### config.mk
export PLATFORM = sky130hd
export DESIGN_NAME = led_blink_pwm_mc
export DESIGN_NICKNAME = d
export VERILOG_FILES = /design/src/rtl/led_blink_pkg.sv /design/src/rtl/led_tick_gen.sv /design/src/rtl/led_blink_pwm_mc.sv
export SDC_FILE = /design/constraint.sdc
export NUM_CORES = 1
export LEC_CHECK = 0
export BUFFER_PORTS_ARGS = -buffer_cell sky130_fd_sc_hd__buf_2
export CORE_ASPECT_RATIO = 0.7
export CORE_MARGIN = 2
export CORE_UTILIZATION = 60
export DETAILED_ROUTE_END_ITERATION = 10
export HOLD_SLACK_MARGIN = 0.08
export PLACE_DENSITY_LB_ADDON = 0.15
export SLEW_MARGIN = 40
export SYNTH_ARGS = -nofsm -noshare
export SYNTH_HDL_FRONTEND = slang
export SYNTH_SLANG_ARGS = --single-unit
### constraint.sdc
create_clock -name clk -period 4.3 [get_ports clk]
set_clock_uncertainty 0.1 [all_clocks]
set_input_delay 0.86 -clock clk [delete_from_list [all_inputs] [get_ports clk]]
set_output_delay 0.86 -clock clk [all_outputs]
set_load 0.05 [all_outputs]
### src/rtl/led_blink_pkg.sv
// Shared types and helpers for the status-LED blink/PWM blocks.
package led_blink_pkg;

    localparam int CH_STATE_W = 2;

    typedef enum logic [CH_STATE_W-1:0] {
        IDLE   = 2'd0,
        ACTIVE = 2'd1,
        DIM    = 2'd2,
        LOST   = 2'd3
    } ch_state_t;

    // Index width for n items, never narrower than one bit.
    function automatic int sel_width(input int n);
        return (n > 1) ? $clog2(n) : 1;
    endfunction

endpackage

### src/rtl/led_tick_gen.sv
// PWM timebase shared by LED drivers: prescaler tick, frame counter and blink phase.
module led_tick_gen
    import led_blink_pkg::*;
#(
    parameter int TICK_DIV     = 2500,
    parameter int FRAME_W      = 10,
    parameter int BLINK_FRAMES = 4
) (
    input  logic               clk,
    input  logic               rst,
    input  logic               clr_i,
    output logic               tick_o,
    output logic [FRAME_W-1:0] fc_o,
    output logic               frame_wrap_o,
    output logic               blink_phase_o,
    output logic               blink_rise_o
);
    localparam int PC_W = sel_width(TICK_DIV);
    localparam int BC_W = sel_width(BLINK_FRAMES);
    localparam logic [PC_W-1:0] PC_LAST = PC_W'(TICK_DIV - 1);
    localparam logic [BC_W-1:0] BC_LAST = BC_W'(BLINK_FRAMES - 1);

    logic [PC_W-1:0]    pc_q, pc_d;
    logic               tick_q, tick_d;
    logic [FRAME_W-1:0] fc_q, fc_d;
    logic [BC_W-1:0]    bc_q, bc_d;
    logic               phase_q, phase_d;
    logic               pc_last, bc_last;

    assign pc_last = (pc_q == PC_LAST);
    assign bc_last = (bc_q == BC_LAST);

    // Both strobes describe the edge about to happen, so consumers act on it in step.
    assign frame_wrap_o = tick_q & (&fc_q);
    assign blink_rise_o = frame_wrap_o & bc_last & ~phase_q;

    // NOTE: every always_comb output gets a default first so no path can infer a latch.
    always_comb begin
        pc_d    = pc_last ? '0 : pc_q + 1'b1;
        tick_d  = pc_last;
        fc_d    = tick_q ? fc_q + 1'b1 : fc_q;
        bc_d    = bc_q;
        phase_d = phase_q;
        if (frame_wrap_o) begin
            bc_d    = bc_last ? '0 : bc_q + 1'b1;
            phase_d = phase_q ^ bc_last;
        end
    end

    // NOTE: state registers use non-blocking assignments so every flop samples pre-edge values.
    always_ff @(posedge clk or posedge rst) begin
        if (rst) begin
            pc_q    <= '0;
            tick_q  <= 1'b0;
            fc_q    <= '0;
            bc_q    <= '0;
            phase_q <= 1'b0;
        end else if (clr_i) begin
            pc_q    <= '0;
            tick_q  <= 1'b0;
            fc_q    <= '0;
            bc_q    <= '0;
            phase_q <= 1'b0;
        end else begin
            pc_q    <= pc_d;
            tick_q  <= tick_d;
            fc_q    <= fc_d;
            bc_q    <= bc_d;
            phase_q <= phase_d;
        end
    end

    assign tick_o        = tick_q;
    assign fc_o          = fc_q;
    assign blink_phase_o = phase_q;

endmodule

### src/rtl/led_blink_pwm_mc.sv
// Per-port status LEDs: selected = steady, others = PWM-dimmed, lost selected = timed blink.
// Define LED_BLINK_GAMMA_EN for a square-law dimming curve instead of linear.
module led_blink_pwm_mc
    import led_blink_pkg::*;
#(
    parameter int N_CH         = 2,
    parameter int TICK_DIV     = 2500,
    parameter int FRAME_W      = 10,
    parameter int BLINK_FRAMES = 4,
    parameter int LOST_BLINKS  = 3
) (
    input  logic                       clk,
    input  logic                       rst,
    input  logic                       c_done,
    input  logic [N_CH-1:0]            rx_ok,
    input  logic [sel_width(N_CH)-1:0] sel,
    input  logic [FRAME_W-1:0]         dim_duty,
    output logic [N_CH-1:0]            led_on,
    output logic                       tick,
    output logic                       blink_phase
);
    localparam int SEL_W  = sel_width(N_CH);
    localparam int LOST_W = sel_width(LOST_BLINKS);
    localparam logic [LOST_W-1:0] LOST_LAST = LOST_W'(LOST_BLINKS - 1);

    logic               clr;
    logic [FRAME_W-1:0] fc;
    logic               frame_wrap;
    logic               blink_rise;

    assign clr = ~c_done;

    led_tick_gen #(
        .TICK_DIV    (TICK_DIV),
        .FRAME_W     (FRAME_W),
        .BLINK_FRAMES(BLINK_FRAMES)
    ) u_tick_gen (
        .clk          (clk),
        .rst          (rst),
        .clr_i        (clr),
        .tick_o       (tick),
        .fc_o         (fc),
        .frame_wrap_o (frame_wrap),
        .blink_phase_o(blink_phase),
        .blink_rise_o (blink_rise)
    );

    logic [FRAME_W-1:0] duty_src, duty_q, duty_d;
    logic               duty_vld_q, duty_load;

`ifdef LED_BLINK_GAMMA_EN
    logic [2*FRAME_W-1:0] duty_sq;
    assign duty_sq  = {{FRAME_W{1'b0}}, dim_duty} * {{FRAME_W{1'b0}}, dim_duty};
    assign duty_src = (&dim_duty) ? {FRAME_W{1'b1}} : FRAME_W'(duty_sq >> FRAME_W);
`else
    assign duty_src = dim_duty;
`endif

    // Also load once right after reset/clear so the first frame uses the live duty.
    assign duty_load = frame_wrap | ~duty_vld_q;
    assign duty_d    = duty_load ? duty_src : duty_q;

    always_ff @(posedge clk or posedge rst) begin
        if (rst) begin
            duty_q     <= '0;
            duty_vld_q <= 1'b0;
        end else if (clr) begin
            duty_q     <= '0;
            duty_vld_q <= 1'b0;
        end else begin
            duty_q     <= duty_d;
            duty_vld_q <= 1'b1;
        end
    end

    for (genvar ch = 0; ch < N_CH; ch++) begin : g_ch
        localparam logic [SEL_W-1:0] CH_IDX = SEL_W'(ch);

        ch_state_t         state_q, state_d;
        logic [LOST_W-1:0] lost_q, lost_d;
        logic              led_q, led_d;
        logic              sel_match;

        assign sel_match = (sel == CH_IDX);

        always_comb begin
            state_d = state_q;
            lost_d  = lost_q;
            case (state_q)
                IDLE: begin
                    if (rx_ok[ch]) state_d = sel_match ? ACTIVE : DIM;
                end
                ACTIVE: begin
                    if (!sel_match) begin
                        state_d = rx_ok[ch] ? DIM : IDLE;
                    end else if (!rx_ok[ch]) begin
                        state_d = LOST;
                        lost_d  = '0;
                    end
                end
                DIM: begin
                    if (!rx_ok[ch])     state_d = IDLE;
                    else if (sel_match) state_d = ACTIVE;
                end
                LOST: begin
                    if (rx_ok[ch]) begin
                        state_d = sel_match ? ACTIVE : DIM;
                        lost_d  = '0;
                    end else if (!sel_match) begin
                        state_d = IDLE;
                        lost_d  = '0;
                    end else if (blink_rise) begin
                        if (lost_q == LOST_LAST) begin
                            state_d = IDLE;
                            lost_d  = '0;
                        end else begin
                            lost_d = lost_q + 1'b1;
                        end
                    end
                end
                default: state_d = IDLE;
            endcase
        end

        always_comb begin
            led_d = 1'b0;
            case (state_q)
                ACTIVE:  led_d = 1'b1;
                DIM:     led_d = (&duty_q) | (fc < duty_q);
                LOST:    led_d = blink_phase;
                default: led_d = 1'b0;
            endcase
        end

        always_ff @(posedge clk or posedge rst) begin
            if (rst) begin
                state_q <= IDLE;
                lost_q  <= '0;
                led_q   <= 1'b0;
            end else if (clr) begin
                state_q <= IDLE;
                lost_q  <= '0;
                led_q   <= 1'b0;
            end else begin
                state_q <= state_d;
                lost_q  <= lost_d;
                led_q   <= led_d;
            end
        end

        assign led_on[ch] = led_q;
    end

endmodule

==> results.json <==
{
  "antenna_found_initial": 0,
  "first_global_vias": 1711,
  "period_share_pct": 48.0,
  "slew_headroom_pct": 53.0,
  "worst_path_max_delay_cell": "dfrtp_1",
  "syn-num-nets": 280,
  "tightest_slew_ns": 0.704,
  "wirelength_um": 4840,
  "place_area_mm2": 0.00257,
  "synthesis.instances": 252,
  "cpPeakStageDelay_ns": 0.49,
  "portBuffers": 19,
  "drt-pass1-iter-count": 5,
  "synth_area_mm2": 0.00244,
  "antenna_left": 0,
  "max_freq_mhz": 484,
  "root_buffer": "clkbuf_8",
  "critPathMaxFanout": 7,
  "clkLatencyLatePin_ns": 0.30,
  "yosys_warnings": 0,
  "fin_nets": 297,
  "ios": 20,
  "cp_cell_sequence": "buf_2",
  "leakage_uw": 0.00121,
  "drt_iter0_markers": 200,
  "htree_levels": 2,
  "wire_per_inst_um": 15.0,
  "synthFlopType": "dfrtp_1",
  "final_max_slew_viol_count": 0,
  "place_congestion": 0.802,
  "fp.dieW_um": 80.3,
  "synth_edf_count": 0,
  "synth.area.top_cells": "dfrtp_1 48%, ha_1 6.1%, nand3_1 4.5%, nor2_1 4.3%, o21ai_0 4.3%",
  "status": "finished clean",
  "cts-resized-gates": 0,
  "ys_async_sr_fraction_pct": 100,
  "nFillCells": 311,
  "yosysTopAreaCellShare_pct": 48.2,
  "setup_viol": 0,
  "diodes": 0,
  "areaGrowthSynthToFinish_pct": 9.94,
  "post_layout_nonfiller_instances": 322,
  "cts_num_sinks": 47,
  "drive_above_1_share_pct": 12.6,
  "drc_errors": 0,
  "avgSynthCellArea_um2": 9.69,
  "rsz0062_at_grt": "false",
  "die-area_mm2": 0.00461,
  "crit_type": "reg2out",
  "dp.cells": 314,
  "die_h_um": 57.4,
  "clk_path_buf_depth": 2,
  "num_vias": 1862,
  "crit_buf_inv": 1,
  "cts_setup_buffers": 0,
  "cts_tree": "built",
  "coreArea_mm2": 0.00392,
  "vdd_drop_max_v": 0.000261,
  "final_area_mm2": 0.00269,
  "ys_types": 46,
  "path_clk_slew_ns": 0.09,
  "grt_pass1_wl_um": 8310,
  "startpoint_type": "register",
  "hold_viol_final": 0,
  "numCtsBuffers": 5,
  "gr-total-overflow": 0,
  "required_ns": 3.34,
  "cp.arrival_ns": 1.10,
  "end_kind": "output pin",
  "synth_seq_cells": 47,
  "synth_top_area_cell": "dfrtp_1",
  "grt_usage_pct": 23.5,
  "grt_max_degree": 48,
  "maxCapViolations": 0,
  "start_util_pct": 62.3,
  "viasPerCell": 5.78,
  "dp_hpwl_um": 3510,
  "cts_hold_buf": 0,
  "cellPowerDensity_mw_per_mm2": 323,
  "std_cell_rows": 19,
  "cp_top_family": "flip-flops",
  "period_needed_ns": 2.06,
  "setup_tns_ns": 0,
  "ys_seq_area_share_pct": 48.2,
  "hold_path.class": "reg2reg"
}
==> metal layers <==
layer	part of all wire [%]	routed length, um	global-route usage (%)	vias to the layer above
li1	-	-	-	939
met1	55	2640	40.2	857
met2	38	1830	29.4	63
met3	7.1	343	5.38	3
met4	0.43	21	4.84	0
met5	0	0	0	-
==> state kept, by name (all words and copies together) (netlist names) <==
| name | cells |
|---|---|
| u_tick_gen.blink_phase_o | 1 |
| u_tick_gen.pc_q | 12 |
| g_ch.state_q | 4 |
| u_tick_gen.fc_o | 10 |
| g_ch.led_q | 2 |
| g_ch.lost_q | 4 |
| u_tick_gen.tick_o | 1 |
| u_tick_gen.bc_q | 2 |
| duty_q | 10 |
| duty_vld_q | 1 |
==> metrics by stage <==
stage / worst slack [ns] / utilization (%) / power (uW) / hold slack, ns
floorplan: 2.22 / - / 516 / 0.348
global placement: 2.02 / 65.1 / 535 / 0.386
detailed placement: 1.95 / 65.5 / 537 / 0.412
CTS: 2.23 / 68.5 / 869 / 0.424
global route: 2.09 / 68.5 / 901 / 0.437
finish: 2.24 / 68.5 / 866 / 0.435
==> cells in the mapped netlist, types with 2 or more instances <==
library cell	number
a31oi_1	3
clkbuf_1	3
nand3_1	22
o31a_1	3
dfrtp_1	47
nand2_1	16
nor3b_1	2
buf_4	3
a21oi_1	7
ha_1	12
nand3b_1	2
xnor2_1	9
xor2_1	8
nor2_1	28
and3_1	2
nor3_1	9
o311ai_0	2
nand4_1	8
buf_2	2
nor4_1	3
or3_1	2
inv_1	13
mux2i_1	3
o21ai_0	21
==> path summary, 6_finish.rpt <==
kind                                    startpoint             endpoint  slack, ns  cells past startpoint
worst max-delay path             u_tick_gen.tick_o                 tick       2.24                      1
worst min-delay path             g_ch[0].lost_q[0]    g_ch[0].lost_q[0]       0.43                      1
worst max register to register  u_tick_gen.fc_o[0]            duty_q[4]       2.31                      5
worst min register to register   g_ch[0].lost_q[0]    g_ch[0].lost_q[0]       0.43                      1
max in group asynchronous                      rst   u_tick_gen.fc_o[3]       3.20                      2
min in group asynchronous                      rst  u_tick_gen.pc_q[10]       0.52                      2
==> layout by cell type, fill, tap and decap left out, drive strengths merged <==
master / synthesis / layout
bufinv: 0 / 1
nor4: 3 / 3
nand4: 9 / 9
and4: 3 / 3
o21a: 1 / 1
ha: 12 / 12
a31oi: 3 / 3
nor4bb: 1 / 1
o311ai: 3 / 3
nor3: 9 / 9
nor2b: 1 / 1
xor2: 8 / 8
a2111oi: 1 / 1
clkbuf: 3 / 6
and3: 4 / 4
a21oi: 7 / 7
nor3b: 2 / 2
or3: 2 / 2
o211a: 1 / 1
clkinv: 1 / 2
and2b: 1 / 1
o31a: 3 / 3
inv: 13 / 13
xnor2: 9 / 9
o32ai: 1 / 1
nand2b: 1 / 1
o2bb2ai: 1 / 1
o21ai: 21 / 21
o22ai: 1 / 1
a22o: 1 / 1
dfrtp: 47 / 47
nand3: 22 / 22
nand2: 16 / 16
o211ai: 1 / 1
a21o: 1 / 1
nor2: 28 / 28
buf: 6 / 19
nand3b: 2 / 2
mux2i: 3 / 3
==> logic make-up (layout without fill, tap and decap cells) <==
family,Yosys count,in the layout,synth area share [%]
xor gates and xnor gates,17,17,6.10
AOI/OAI and AO/OA,46,46,12.0
buffers and inverters,23,41,4.10
DFF,47,47,48.2
muxes,3,3,1.23
and+or+nand+nor,104,104,22.3
adders and majority gates,12,12,6.15
==> layout make-up <==
| type | instances | area [um^2] | share of cell area [%] |
|---|---|---|---|
| Clock inverter | 2 | 35.0 | 1.30 |
| Sequential cell | 47 | 1180 | 43.8 |
| Clock buffer | 6 | 82.6 | 3.08 |
| Inverter | 14 | 55.1 | 2.05 |
| Tap cell | 52 | 65.1 | 2.42 |
| Timing Repair Buffer | 19 | 95.1 | 3.54 |
| Multi-Input combinational cell | 182 | 1180 | 43.8 |
==> power by group <==
part / switching [uW] / internal (uW)
Combinational: 42.9 / 22.0
Clock: 149 / 188
Sequential: 10.1 / 454
Total: 202 / 664
Note: power is estimated with default switching activity, not from simulation.
